==> src/rtl/encode_unit_if.sv <==
// Instruction-field input, encoded-word output stream and error report of encode_unit.
interface encode_unit_if;
   logic        in_valid;
   logic        in_ready;
   logic [3:0]  in_group;
   logic [3:0]  in_operator;
   logic [3:0]  in_rg1;
   logic [3:0]  in_rg2;
   logic [7:0]  in_val;
   logic [15:0] in_pc;
   logic [15:0] in_target;
   logic [15:0] in_ext;
   logic        out_valid;
   logic        out_ready;
   logic [15:0] out_word;
   logic        out_last;
   logic        err_valid;
   logic [2:0]  err_code;

   modport master (
      output in_valid, in_group, in_operator, in_rg1, in_rg2, in_val,
             in_pc, in_target, in_ext, out_ready,
      input  in_ready, out_valid, out_word, out_last, err_valid, err_code
   );

   modport slave (
      input  in_valid, in_group, in_operator, in_rg1, in_rg2, in_val,
             in_pc, in_target, in_ext, out_ready,
      output in_ready, out_valid, out_word, out_last, err_valid, err_code
   );
endinterface

==> src/rtl/encode_unit.sv <==
// Instruction encoder: validates decoded fields and emits one or two 16-bit words,
// or a one-cycle error report for rejected instructions.
module encode_unit (
   input  logic         clk,
   input  logic         rst_n,
   encode_unit_if.slave bus
);
   localparam int unsigned W_WORD = 16;
   localparam int unsigned W_DIFF = 17;

   localparam logic [3:0] GROUP_MATH_CONSTANT = 4'd0;
   localparam logic [3:0] GROUP_BRANCH_JUMPS  = 4'd1;
   localparam logic [3:0] GROUP_MATH_REG      = 4'd2;
   localparam logic [3:0] GROUP_MATH_EREG     = 4'd3;
   localparam logic [3:0] GROUP_SINGLE_REG    = 4'd4;
   localparam logic [3:0] GROUP_STACK         = 4'd5;
   localparam logic [3:0] GROUP_REG_MEMORY    = 4'd6;
   localparam logic [3:0] GROUP_EXTENDED      = 4'd7;
   localparam logic [3:0] GROUP_OTHERS        = 4'd8;
   localparam logic [3:0] GROUP_RETURN        = 4'd9;

   localparam logic [3:0] OP_PUSH = 4'd0;
   localparam logic [3:0] OP_POP  = 4'd1;
   localparam logic [3:0] OP_RET  = 4'd2;

   typedef enum logic [1:0] {
      ST_IDLE = 2'd0,
      ST_WORD = 2'd1,
      ST_EXT  = 2'd2
   } state_e;

   state_e              r_state, w_state_nxt;
   logic                r_out_valid, w_out_valid_nxt;
   logic [W_WORD-1:0]   r_out_word, w_out_word_nxt;
   logic                r_out_last, w_out_last_nxt;
   logic [W_WORD-1:0]   r_ext_word, w_ext_word_nxt;
   logic                r_err_valid, w_err_valid_nxt;
   logic [2:0]          r_err_code, w_err_code_nxt;

   logic [W_DIFF-1:0]   w_diff;
   logic                w_diff_bad;
   logic                w_unknown;
   logic                w_op_bad;
   logic                w_reg_bad;
   logic [2:0]          w_err;
   logic [W_WORD-1:0]   w_word;
   logic                w_hs;
   logic                w_accept;
   logic                w_in_ready;

   // Branch offset in 17-bit two's complement; legal only if it fits in 9 signed bits.
   assign w_diff     = W_DIFF'(bus.in_target) - W_DIFF'(bus.in_pc) + W_DIFF'(2);
   assign w_diff_bad = (w_diff[16:8] != {9{w_diff[8]}});

   // Field encoding and legality checks for the presented instruction.
   always_comb begin
      w_word    = '0;
      w_unknown = 1'b0;
      w_op_bad  = 1'b0;
      w_reg_bad = 1'b0;
      case (bus.in_group)
         GROUP_MATH_CONSTANT: begin
            w_word   = {bus.in_val, bus.in_rg1, bus.in_operator};
            w_op_bad = (bus.in_operator[1:0] == 2'b11);
         end
         GROUP_BRANCH_JUMPS:
            w_word = {w_diff[8:0], bus.in_operator, 3'b011};
         GROUP_MATH_REG:
            w_word = {bus.in_rg2, bus.in_rg1, bus.in_operator, 4'b0111};
         GROUP_MATH_EREG: begin
            w_word    = {3'b000, bus.in_rg2[1:0], bus.in_rg1[1:0], bus.in_operator, 5'b01111};
            w_reg_bad = (bus.in_rg1[3:2] != 2'b00) || (bus.in_rg2[3:2] != 2'b00);
         end
         GROUP_SINGLE_REG: begin
            w_word   = {2'b00, bus.in_rg1, bus.in_operator, 6'b011111};
            w_op_bad = (bus.in_operator == OP_PUSH) || (bus.in_operator == OP_POP);
         end
         GROUP_STACK: begin
            w_word   = {2'b00, bus.in_rg1, bus.in_operator, 6'b011111};
            w_op_bad = (bus.in_operator != OP_PUSH) && (bus.in_operator != OP_POP);
         end
         GROUP_REG_MEMORY: begin
            w_word    = {bus.in_rg2[1:0], bus.in_rg1, bus.in_operator[2:0], 7'b0111111};
            w_op_bad  = bus.in_operator[3];
            w_reg_bad = (bus.in_rg2[3:2] != 2'b00);
         end
         GROUP_EXTENDED:
            w_word = {4'b0000, bus.in_operator, 8'h7F};
         GROUP_OTHERS: begin
            w_word   = {4'b0000, bus.in_operator, 8'hFF};
            w_op_bad = (bus.in_operator != OP_RET);
         end
         GROUP_RETURN: begin
            w_word   = {4'b0000, bus.in_operator, 8'hFF};
            w_op_bad = (bus.in_operator == OP_RET);
         end
         default:
            w_unknown = 1'b1;
      endcase
   end

   always_comb begin
      if (w_unknown)
         w_err = 3'd1;
      else if (w_op_bad)
         w_err = 3'd2;
      else if (w_reg_bad)
         w_err = 3'd3;
      else if ((bus.in_group == GROUP_BRANCH_JUMPS) && w_diff_bad)
         w_err = 3'd4;
      else
         w_err = 3'd0;
   end

   // A new instruction may enter while the final word of the previous one leaves.
   assign w_hs       = r_out_valid && bus.out_ready;
   assign w_in_ready = rst_n && ((r_state == ST_IDLE) || (w_hs && r_out_last));
   assign w_accept   = bus.in_valid && w_in_ready;

   always_comb begin
      w_state_nxt     = r_state;
      w_out_valid_nxt = r_out_valid;
      w_out_word_nxt  = r_out_word;
      w_out_last_nxt  = r_out_last;
      w_ext_word_nxt  = r_ext_word;
      w_err_valid_nxt = 1'b0;
      w_err_code_nxt  = r_err_code;
      case (r_state)
         ST_IDLE: ;
         ST_WORD: begin
            if (w_hs) begin
               if (!r_out_last) begin
                  w_state_nxt    = ST_EXT;
                  w_out_word_nxt = r_ext_word;
                  w_out_last_nxt = 1'b1;
               end else begin
                  w_state_nxt     = ST_IDLE;
                  w_out_valid_nxt = 1'b0;
               end
            end
         end
         ST_EXT: begin
            if (w_hs) begin
               w_state_nxt     = ST_IDLE;
               w_out_valid_nxt = 1'b0;
            end
         end
         default: begin
            w_state_nxt     = ST_IDLE;
            w_out_valid_nxt = 1'b0;
         end
      endcase
      if (w_accept) begin
         if (w_err != 3'd0) begin
            w_state_nxt     = ST_IDLE;
            w_out_valid_nxt = 1'b0;
            w_err_valid_nxt = 1'b1;
            w_err_code_nxt  = w_err;
         end else begin
            w_state_nxt     = ST_WORD;
            w_out_valid_nxt = 1'b1;
            w_out_word_nxt  = w_word;
            w_out_last_nxt  = (bus.in_group != GROUP_EXTENDED);
            w_ext_word_nxt  = bus.in_ext;
         end
      end
   end

   always_ff @(posedge clk or negedge rst_n) begin
      if (!rst_n) begin
         r_state     <= ST_IDLE;
         r_out_valid <= 1'b0;
         r_out_word  <= '0;
         r_out_last  <= 1'b0;
         r_ext_word  <= '0;
         r_err_valid <= 1'b0;
         r_err_code  <= '0;
      end else begin
         r_state     <= w_state_nxt;
         r_out_valid <= w_out_valid_nxt;
         r_out_word  <= w_out_word_nxt;
         r_out_last  <= w_out_last_nxt;
         r_ext_word  <= w_ext_word_nxt;
         r_err_valid <= w_err_valid_nxt;
         r_err_code  <= w_err_code_nxt;
      end
   end

   assign bus.in_ready  = w_in_ready;
   assign bus.out_valid = r_out_valid;
   assign bus.out_word  = r_out_word;
   assign bus.out_last  = r_out_last;
   assign bus.err_valid = r_err_valid;
   assign bus.err_code  = r_err_code;
endmodule

==> src/flat_wrapper.sv <==
// flat-port wrapper written by rule: the top's interface ports become plain ports
module encode_unit_flat 
  (clk, rst_n, bus_in_valid, bus_in_group, bus_in_operator, bus_in_rg1, bus_in_rg2, bus_in_val, bus_in_pc, bus_in_target, bus_in_ext, bus_out_ready, bus_in_ready, bus_out_valid, bus_out_word, bus_out_last, bus_err_valid, bus_err_code);
  encode_unit_if bus_i ();
  input  logic clk;
  input  logic rst_n;
  input wire logic [$bits(bus_i.in_valid)-1:0] bus_in_valid;
  input wire logic [$bits(bus_i.in_group)-1:0] bus_in_group;
  input wire logic [$bits(bus_i.in_operator)-1:0] bus_in_operator;
  input wire logic [$bits(bus_i.in_rg1)-1:0] bus_in_rg1;
  input wire logic [$bits(bus_i.in_rg2)-1:0] bus_in_rg2;
  input wire logic [$bits(bus_i.in_val)-1:0] bus_in_val;
  input wire logic [$bits(bus_i.in_pc)-1:0] bus_in_pc;
  input wire logic [$bits(bus_i.in_target)-1:0] bus_in_target;
  input wire logic [$bits(bus_i.in_ext)-1:0] bus_in_ext;
  input wire logic [$bits(bus_i.out_ready)-1:0] bus_out_ready;
  output wire logic [$bits(bus_i.in_ready)-1:0] bus_in_ready;
  output wire logic [$bits(bus_i.out_valid)-1:0] bus_out_valid;
  output wire logic [$bits(bus_i.out_word)-1:0] bus_out_word;
  output wire logic [$bits(bus_i.out_last)-1:0] bus_out_last;
  output wire logic [$bits(bus_i.err_valid)-1:0] bus_err_valid;
  output wire logic [$bits(bus_i.err_code)-1:0] bus_err_code;
  assign bus_i.in_valid = bus_in_valid;
  assign bus_i.in_group = bus_in_group;
  assign bus_i.in_operator = bus_in_operator;
  assign bus_i.in_rg1 = bus_in_rg1;
  assign bus_i.in_rg2 = bus_in_rg2;
  assign bus_i.in_val = bus_in_val;
  assign bus_i.in_pc = bus_in_pc;
  assign bus_i.in_target = bus_in_target;
  assign bus_i.in_ext = bus_in_ext;
  assign bus_i.out_ready = bus_out_ready;
  assign bus_in_ready = bus_i.in_ready;
  assign bus_out_valid = bus_i.out_valid;
  assign bus_out_word = bus_i.out_word;
  assign bus_out_last = bus_i.out_last;
  assign bus_err_valid = bus_i.err_valid;
  assign bus_err_code = bus_i.err_code;
  encode_unit u_core (.clk(clk), .rst_n(rst_n), .bus(bus_i));
endmodule
==> config.mk <==
export PLATFORM = sky130hd
export DESIGN_NAME = encode_unit_flat
export DESIGN_NICKNAME = d
export VERILOG_FILES = /design/src/rtl/encode_unit_if.sv /design/src/rtl/encode_unit.sv /design/src/flat_wrapper.sv
export SDC_FILE = /design/constraint.sdc
export NUM_CORES = 1
export LEC_CHECK = 0
export CAP_MARGIN = 20
export CELL_PAD_IN_SITES_DETAIL_PLACEMENT = 0
export CELL_PAD_IN_SITES_GLOBAL_PLACEMENT = 1
export CORE_ASPECT_RATIO = 0.9
export CORE_MARGIN = 2
export CORE_UTILIZATION = 38
export CTS_BUF_LIST = sky130_fd_sc_hd__clkbuf_8
export DETAILED_ROUTE_END_ITERATION = 10
export HOLD_SLACK_MARGIN = 0.05
export PLACE_DENSITY = 0.87
export SLEW_MARGIN = 15
export SYNTH_ARGS = -nofsm -noshare
export SYNTH_HDL_FRONTEND = slang
export SYNTH_SLANG_ARGS = --single-unit
export TNS_END_PERCENT = 100
==> constraint.sdc <==
create_clock -name clk -period 2.8 [get_ports clk]
set_input_delay 0.7 -clock clk [delete_from_list [all_inputs] [get_ports clk]]
set_output_delay 0.7 -clock clk [all_outputs]
set_load 0.005 [all_outputs]
## Word level (Yosys, flattened, before mapping)

Cells that the tools add are included.

- Bits in registers: 40
- Word-level logic and storage cells: 85
- Memories kept: 0
- Bits in writable memories: 0
- Latch bits: 0
- ROM bits: 0
- Output and inout bits: 23

- Mux-type cells: 30
- Reductions and logical operators: 23
- Shift-type cells: 0
- Multiply operators: 0
- Order comparisons: 0
- $add $sub $neg: 2
- Eq/ne operators: 22
- Div/mod/pow operators: 0
- Bitwise logic cells: 1

Operators by type and width:

| operator | count |
|---|---|
| case mux 16 bit (8 select lines) | 1 |
| 2-to-1 mux 16 bit | 5 |
| adder 17 x 2 -> 17 bit, second input constant | 1 |
| subtractor 16 x 16 -> 17 bit | 1 |
| equality test 4 x 3 -> 1 bit, second input constant | 4 |
| equality test 4 x 2 -> 1 bit, second input constant | 3 |
| 2-to-1 mux 1 bit | 12 |
| 2-to-1 mux 3 bit | 4 |
| OR reduction 10 bit | 1 |
| != test 3 x 1 -> 1 bit, second input constant | 3 |
| equality test 4 x 1 -> 1 bit, second input constant | 2 |
| equality test 4 bit, second input constant | 2 |
| logical NOT 4 bit | 2 |
| 2-to-1 mux 2 bit | 4 |
| != test 8 bit | 1 |
| logical AND 1 bit | 6 |
| case mux 1 bit (6 select lines) | 1 |
| case mux 2 bit (3 select lines) | 1 |
| equality test 2 bit, second input constant | 2 |
| != test 4 x 1 -> 1 bit, second input constant | 1 |
| != test 4 x 2 -> 1 bit, second input constant | 1 |
| != test 4 x 3 -> 1 bit, second input constant | 1 |
| AND reduction 2 bit | 2 |
| AND reduction 4 bit | 1 |
| 12 further kinds | 16 |

## Logic depth before layout (Yosys ltp)

Gate-level depths: netlist of run 1.

- Depth in word-level cells: 11
- Depth in mapped cells: 17
- Mapped depth without buffers: 15

## Worst setup path after synthesis of run 1

OpenSTA, ideal clock, no wires.

- Path kind: input -> register
- From: input port bus_in_target[1]
- To: register u_core.r_ext_word[13]
- Path slack: -1123 ps
- Buffers on the path: 2
- Library setup time: 127 ps
- Data arrival time: 3795 ps
- Stages on the path: 17
- Path through: inv_1 -> ha_1 -> inv_1 -> ha_1 -> inv_1 -> fa_1 -> nand2b_1 -> a21o_1 -> a21oi_1 -> o22ai_1 -> xor2_1 -> nand4bb_1 -> a2111oi_2 -> o21ba_1 -> buf_6 -> buf_12 -> mux2_1

- Longest elaborated chain between the ends: 11

Ends and longest elaborated chain:

| item | RTL line | source |
|---|---|---|
| start, declared | flat_wrapper.sv:14 | `input wire logic [$bits(bus_i.in_target)-1:0] bus_in_target;` |
| subtractor 16 x 16 -> 17 bit | encode_unit.sv:52 | `assign w_diff = W_DIFF'(bus.in_target) - W_DIFF'(bus.in_pc) + W_DIFF'(2);` |
| adder 17 x 2 -> 17 bit | encode_unit.sv:52 |  |
| != test 8 bit | encode_unit.sv:53 | `assign w_diff_bad = (w_diff[16:8] != {9{w_diff[8]}});` |
| logical AND 1 bit | encode_unit.sv:109 | `else if ((bus.in_group == GROUP_BRANCH_JUMPS) && w_diff_bad)` |
| 2-to-1 mux 3 bit | encode_unit.sv:109 |  |
| 2-to-1 mux 3 bit | encode_unit.sv:107 | `else if (w_reg_bad)` |
| 2-to-1 mux 3 bit | encode_unit.sv:105 | `else if (w_op_bad)` |
| 2-to-1 mux 3 bit | encode_unit.sv:103 | `if (w_unknown)` |
| nonzero test 3 bit | encode_unit.sv:154 | `if (w_err != 3'd0) begin` |
| NOT 1 bit (no source line) | n/a |  |
| AND reduction 2 bit (no source line) | n/a |  |
| end signal, assigned | encode_unit.sv:183 | `r_ext_word <= w_ext_word_nxt;` |
| end, declared | encode_unit.sv:36 | `logic [W_WORD-1:0] r_ext_word, w_ext_word_nxt;` |

No other way between the ends.
A chain may end at the register's enable or synchronous reset.

## Final worst setup path of run 1

- From: input port bus_in_target[9]
- To: register u_core.r_out_word[9] (netlist: u_core.bus.out_word[9])

- Longest elaborated chain between the ends: 11

Ends and longest elaborated chain:

| item | RTL line | source |
|---|---|---|
| subtractor 16 x 16 -> 17 bit | encode_unit.sv:52 |  |
| adder 17 x 2 -> 17 bit | encode_unit.sv:52 |  |
| != test 8 bit | encode_unit.sv:53 |  |
| logical AND 1 bit | encode_unit.sv:109 |  |
| 2-to-1 mux 3 bit | encode_unit.sv:109 |  |
| 2-to-1 mux 3 bit | encode_unit.sv:107 |  |
| 2-to-1 mux 3 bit | encode_unit.sv:105 |  |
| 2-to-1 mux 3 bit | encode_unit.sv:103 |  |
| nonzero test 3 bit | encode_unit.sv:154 |  |
| 2-to-1 mux 16 bit | encode_unit.sv:154 |  |
| 2-to-1 mux 16 bit | encode_unit.sv:153 | `if (w_accept) begin` |
| via u_core.w_out_word_nxt[9] | encode_unit.sv:34 | `logic [W_WORD-1:0] r_out_word, w_out_word_nxt;` |
| end signal, assigned | encode_unit.sv:181 | `r_out_word <= w_out_word_nxt;` |
| end, declared | encode_unit.sv:34 |  |

The timed path passes the listed nets, and every way through them passes these cells.

==> impl_metrics.tcl, run 1 <==
set metrics [dict create \
    status "complete, but fails checks" \
    violations "setup timing" \
    final_cells 725 \
    routedWlPerCell_microns 16.45 \
    path_clk_slew_ns 0.10 \
    design.core.area_sq_um 9614 \
    synth_top_area_share_pct 26.70 \
    setup_ws_ns -0.8984 \
    grt_pass1_wl_mm 19.27 \
    cts_tree "yes" \
    critical_path_buf_inv_count 3 \
    grt.busiest_layer "met2" \
    cp_cell_sequence "clkdlybuf4s50_1 -> ha_4 -> ha_4 -> a21oi_4 -> o21ai_2 -> a211o_1 -> a21oi_2 -> xnor2_2 -> nand4b_1 -> a2111oi_4 -> o21ba_4 -> buf_12 -> buf_12 -> mux2i_2" \
    clk_path_buf_depth 2 \
    die-area_sq_um 10680 \
    hold_path.class "in2async" \
    synthTopCellsByCount "dfrtp_1, mux2i_1, a21oi_1" \
    min_period_over_period_pct 132.1 \
    grt_setup_unrepaired "yes" \
    finalInstanceArea_sq_um 6217 \
    start_util_pct 38.99 \
    clock_latency_ns 0.30 \
    synthArstFlopShare_pct 100.0 \
    reg2reg_slack_ns 0.68 \
    cp_data_required_time_ns 3.00 \
    yosysMostFrequentCell "dfrtp_1" \
    place.gp.congestion 0.9238 \
    synth_warnings 0 \
    timing.rr.end "u_core.bus.out_word[9]" \
    yosysSeqAreaShare_pct 26.70 \
    placementRows 34 \
    synth_enable_flop_cells 0 \
    cpPeakStageDelay_ns 0.51 \
    grt-ovfl-total 0 \
    cts.sinks 40 \
    powerDensity_nw_per_um2 523.4 \
    cts-hold-fix-buffers 0 \
    numCtsBuffers 5 \
    worstMarginPinSlew_ns 0.4917 \
    setup_tns_ns -31.46 \
    yosysUniqueCellTypes 59 \
    ys_seq_elements 40 \
    fin_crit_ns 3.698 \
    critPathKind "in2reg" \
    met2_usage_pct 37.64 \
    endpoint_kind "flip-flop" \
    grt_usage_pct 22.60 \
    synth_largest_area_cell "dfrtp_1" \
    vdd_drop_max_mv 0.3566 \
    area_delta_synth_final_pct 65.85 \
    syn_area_per_cell_sq_um 8.968 \
    setup_viol 39 \
    ys.flop_type "dfrtp_1" \
    drv_cap 0 \
    multi_input_area_sq_um 3009 \
    worstReg2RegStart "u_core.bus.out_last" \
    fin_nets 706 \
    antenna_found_initial 0 \
    fmax_ghz 0.2704 \
    synth_nets 526 \
    rr_worst_depth 9 \
    hold_viol_final 0 \
    syn-cell-area_sq_um 3749 \
    p_leak_nw 2.608 \
    vias 3860 \
    crit_family "compound AO/OA/AOI/OAI gates" \
    root_buffer "clkbuf_8" \
    fin_skew_ns 0.01827 \
    io_buffers 98 \
    slew_viol_final 0 \
    initialDrtViolationCount 186 \
    regArea_sq_um 1001 \
    place_area_sq_um 5518 \
    cp_max_fo 8 \
    grt_pass1_vias 3928 \
    diodes 0 \
    synth_area_leaders "dfrtp_1, ha_1, mux2i_1" \
    dp_hpwl_mm 9.154 \
    grt_start_max_net_pins 41 \
    dieHeight_microns 98.23 \
    grt_use_met3_pct 3.071 \
    chipWidth_microns 108.7 \
    viasPerCell 5.324 \
    slowest_stage "clkdlybuf4s50_1" \
    drt-pass1-iter-count 5 \
    worstSetupStartpointType "input port" \
    wirelength_mm 11.92 \
    gr-usage-met1_pct 30.94 \
    syn_inst 418 \
    postRouteAntennaNets 0 \
    drc 0 \
    final.fill_count 808 \
    slew_headroom_pct 67.22 \
    cts.htree.levels 2 \
    worstPathArrival_ns 3.90 \
    drive_gt1_share_pct 36.73 \
    ios 99 \
    place_inst 707 \
]
## registers in the layout, summed over array words and instances, names as in the netlist
name                  flops
u_core.bus.out_word      16
u_core.r_ext_word        16
u_core.bus.err_code       3
u_core.r_state            2
u_core.bus.err_valid      1
u_core.bus.out_last       1
u_core.bus.out_valid      1
## cell usage in the layout, fill, tap and decap left out, types with 5 or more instances in the layout
cell type / count
o211ai_1: 9
nor2_1: 30
mux2i_1: 35
a31oi_1: 5
inv_2: 15
mux2_4: 16
nand2_1: 20
dfrtp_1: 40
nand2b_1: 5
clkbuf_8: 5
a221oi_1: 5
buf_4: 88
a22oi_1: 5
nor3_1: 7
and2_1: 5
dlygate4sd2_1: 13
inv_1: 14
buf_6: 12
clkdlybuf4s50_1: 72
a21oi_1: 32
o21ai_0: 18
xnor2_1: 7
ha_4: 25
dlymetal6s2s_1: 6
## how the worst max path moves through the flow
stage	start	end	slack [ns]	cells after the start
finish	bus_in_target[9]	u_core.bus.out_word[9]	-0.90	14
global placement	bus_in_target[1]	u_core.r_ext_word[9]	-1.51	17
global route	bus_in_pc[1]	u_core.bus.out_word[9]	-1.05	18
CTS	bus_in_target[1]	u_core.bus.out_word[11]	-0.88	18
detailed placement	bus_in_target[1]	u_core.bus.out_word[9]	-1.64	18
floorplan	bus_in_pc[1]	u_core.r_ext_word[10]	-0.92	16
## cell families (layout without fill, tap and decap cells)
| family | Yosys count | count (layout) | share of synthesized area [%] |
|---|---|---|---|
| flops | 40 | 40 | 26.70 |
| fa+ha+maj | 32 | 32 | 10.88 |
| simple gates | 97 | 97 | 12.62 |
| xor+xnor | 14 | 14 | 3.271 |
| buf+inv | 58 | 239 | 7.643 |
| compound gates | 119 | 119 | 21.09 |
| mux | 58 | 58 | 17.79 |
## report_power, final
part | switching (mW) | internal, mW | total, mW | leakage [nW]
combinational | 0.685 | 1.06 | 1.75 | 2.07
sequential | 0.185 | 0.837 | 1.02 | 0.486
clock | 0.215 | 0.269 | 0.484 | 0.0548
## metal layers
metal | wire, microns | part of all wire (%) | vias up
li1 | - | - | 1880
met1 | 5293 | 44 | 1819
met2 | 5711 | 48 | 136
met3 | 660 | 5.5 | 25
met4 | 258 | 2.2 | 0
met5 | 0 | 0 | -
## per-stage QoR
stage	power [mW]	util, %	worst slack [ns]	hold slack [ns]
2_1_floorplan	1.791	-	-0.9225	0.4044
3_3_place_gp	2.509	57.39	-1.507	0.4684
3_5_place_dp	2.556	57.39	-1.636	0.4760
4_1_cts	3.213	63.60	-0.8799	0.4728
5_1_grt	3.475	64.67	-1.050	0.4945
6_report	3.254	64.67	-0.8984	0.4497
## cell type report
class | instances | area share [%]
clock buffers | 5 | 1.107
clock inverters | 3 | 0.7446
inverters | 31 | 1.992
multi-input cells | 320 | 48.40
flip-flops and latches | 40 | 16.10
well taps | 126 | 2.536
repair buffers | 200 | 29.12
## repair_timing
action	4_1_cts	5_1_grt
setup endpoints to repair	39	39
resized for setup	101	32
gates cloned	1	0
pin swaps	39	28
buffers inserted	11	2
Note: power is estimated with default switching activity, not from simulation.
==> inputs of run 2 (changes only) <==
--- a/config.mk
+++ b/config.mk
@@ -9,7 +9,7 @@
 export CELL_PAD_IN_SITES_DETAIL_PLACEMENT = 0
 export CELL_PAD_IN_SITES_GLOBAL_PLACEMENT = 1
 export CORE_ASPECT_RATIO = 0.9
-export CORE_MARGIN = 2
+export CORE_MARGIN = 1.5
 export CORE_UTILIZATION = 38
 export CTS_BUF_LIST = sky130_fd_sc_hd__clkbuf_8
 export DETAILED_ROUTE_END_ITERATION = 10
==> impl_metrics.tcl, run 2 (synthesized netlist as in run 1, its figures left out) <==
set metrics [dict create \
    cpPeakStageDelay_ns 0.46 \
    endpoint_kind "flip-flop" \
    path_clk_slew_ns 0.09 \
    combPwrFrac_pct 54.9 \
    worstMarginPinSlew_ns 0.5579 \
    seqPwrFrac_pct 30.4 \
    grt-ovfl-total 0 \
    fmax_ghz 0.2699 \
    min_period_over_period_pct 132.3 \
    cpMostUsedCell "ha_4" \
    setup_tns_ns -31.53 \
    postRouteAntennaNets 0 \
    slew_headroom_pct 62.41 \
    start_util_pct 38.99 \
    place.gp.congestion 0.9401 \
    critPathKind "in2reg" \
    clock_latency_ns 0.31 \
    worstSetupStartpointType "input port" \
    design.core.area_sq_um 9614 \
    grt_pass1_vias 4101 \
    hold_path.class "in2async" \
    worstPathArrival_ns 3.92 \
    switching_share_pct 34.32 \
    dp_hpwl_mm 9.516 \
    cts.htree.levels 2 \
    cp_data_required_time_ns 3.02 \
    dieHeight_microns 97.23 \
    chipWidth_microns 107.7 \
    violations "setup timing" \
    grt_usage_pct 24.96 \
    final_util_pct 66.83 \
    hold_viol_final 0 \
    drc 0 \
    status "complete, but fails checks" \
    area_delta_synth_final_pct 71.40 \
    finalInstanceArea_sq_um 6425 \
    clk_path_buf_depth 2 \
    p_sw_mw 1.159 \
    multi_input_area_sq_um 3098 \
    routedWlPerCell_microns 17.93 \
    ios 99 \
    fin_nets 722 \
    setup_viol 39 \
    vdd_drop_max_mv 0.3403 \
    p_leak_nw 2.667 \
    powerDensity_nw_per_um2 525.7 \
    root_buffer "clkbuf_8" \
    grt_start_max_net_pins 41 \
    setup_ws_ns -0.9049 \
    p_int_mw 2.218 \
    drive_gt1_share_pct 40.65 \
    cp_cell_sequence "clkdlybuf4s50_1 -> inv_1 -> ha_4 -> ha_4 -> a21oi_4 -> o21bai_4 -> a211o_1 -> a21oi_2 -> xnor2_2 -> nand4b_1 -> a2111oi_4 -> o21ba_4 -> buf_12 -> buf_16 -> buf_6 -> mux2i_1" \
    grt_setup_unrepaired "yes" \
    fin_crit_ns 3.705 \
    pre_cts_slack_ns -1.649 \
    regArea_sq_um 1001 \
    grt_pass1_wl_mm 20.45 \
    slowest_stage "clkdlybuf4s50_1" \
    place_area_sq_um 5573 \
    viasPerCell 5.404 \
    layout_common_cells "buf_4, clkdlybuf4s50_1, dfrtp_1" \
    antenna_found_initial 0 \
    cp_max_fo 6 \
    io_buffers 98 \
    vias 4004 \
    wirelength_mm 13.28 \
    final.fill_count 763 \
    fin_skew_ns 0.01108 \
    final_common_cell "buf_4" \
    die-area_sq_um 10470 \
    numCtsBuffers 5 \
    cts_tree "yes" \
    clkPwrFrac_pct 14.7 \
    placementRows 34 \
    diodes 0 \
    initialDrtViolationCount 217 \
    slew_viol_final 0 \
    cts-hold-fix-buffers 0 \
    drv_cap 0 \
    drt-pass1-iter-count 5 \
    cts.sinks 40 \
]
-- run 2: cell types whose count changed in the layout (fill, tap and decap cells not counted), sizes merged --
cell,change
buf,+17
clkbuf,+2
clkdlybuf4s15,+3
clkdlybuf4s50,-1
dlymetal6s2s,-5
-- run 2: power groups by stage --
stage | Sequential (mW) | Clock [mW] | Combinational (mW)
6_report | 1.03 | 0.495 | 1.85
5_1_grt | 1.05 | 0.521 | 1.99
4_1_cts | 1.02 | 0.495 | 1.77
3_5_place_dp | 1.02 | 0 | 1.55
3_3_place_gp | 1.01 | 0 | 1.51
2_1_floorplan | 0.981 | 0 | 0.809
-- run 2: through the flow --
step           std cells  total power, mW  hold slack [ns]
2_1_floorplan        418            1.791           0.4044
3_3_place_gp         716            2.514           0.4677
3_5_place_dp         716            2.569           0.4753
4_1_cts              738            3.280           0.4726
5_1_grt              741            3.561           0.4988
6_report             741            3.378           0.4572
-- run 2: metal layers --
| layer | track usage (%) | vias to the layer above | routed length (microns) |
|---|---|---|---|
| met4 | 6.275 | 0 | 235 |
| met2 | 43.12 | 145 | 6619 |
| met1 | 33.00 | 1927 | 5632 |
| met5 | 0 | - | 0 |
| met3 | 2.951 | 23 | 796 |
| li1 | - | 1909 | - |
-- run 2: worst max-delay path, delay by kind of cell --
kind | cells | cell delay (ns)
multiplexers | 1 | 0.23
adder cells (fa/ha/maj) | 2 | 0.40
buffers and inverters | 5 | 0.87
AO/OA/AOI/OAI | 6 | 1.39
AND/OR/NAND/NOR | 1 | 0.17
XOR/XNOR | 1 | 0.14
-- run 2: layout make-up --
| type | instances | area share [%] |
|---|---|---|
| Inverter | 31 | 1.889 |
| Clock inverter | 3 | 0.7205 |
| Sequential cell | 40 | 15.58 |
| Tap cell | 126 | 2.454 |
| Multi-Input combinational cell | 320 | 48.22 |
| Timing Repair Buffer | 216 | 30.07 |
| Clock buffer | 5 | 1.071 |
-- run 2: path summary, 6_finish.rpt --
path                                             start                     end  slack (ns)  cells after the start
worst min register to register  u_core.bus.err_code[2]  u_core.bus.err_code[2]        0.49                      1
worst min-delay path                             rst_n    u_core.r_ext_word[2]        0.46                      2
worst max-delay path                     bus_in_pc[12]  u_core.bus.out_word[4]       -0.90                     16
worst max register to register     u_core.bus.out_last  u_core.bus.out_word[4]        0.60                     10
min in group clk                u_core.bus.err_code[2]  u_core.bus.err_code[2]        0.49                      1
max in group asynchronous                        rst_n  u_core.bus.out_word[8]        1.99                      2
-- run 2: repair_timing --
action	4_1_cts	5_1_grt
gates resized for setup	126	39
setup endpoints to repair	39	39
pin swaps	45	22
buffers inserted	13	6
gates cloned	2	0
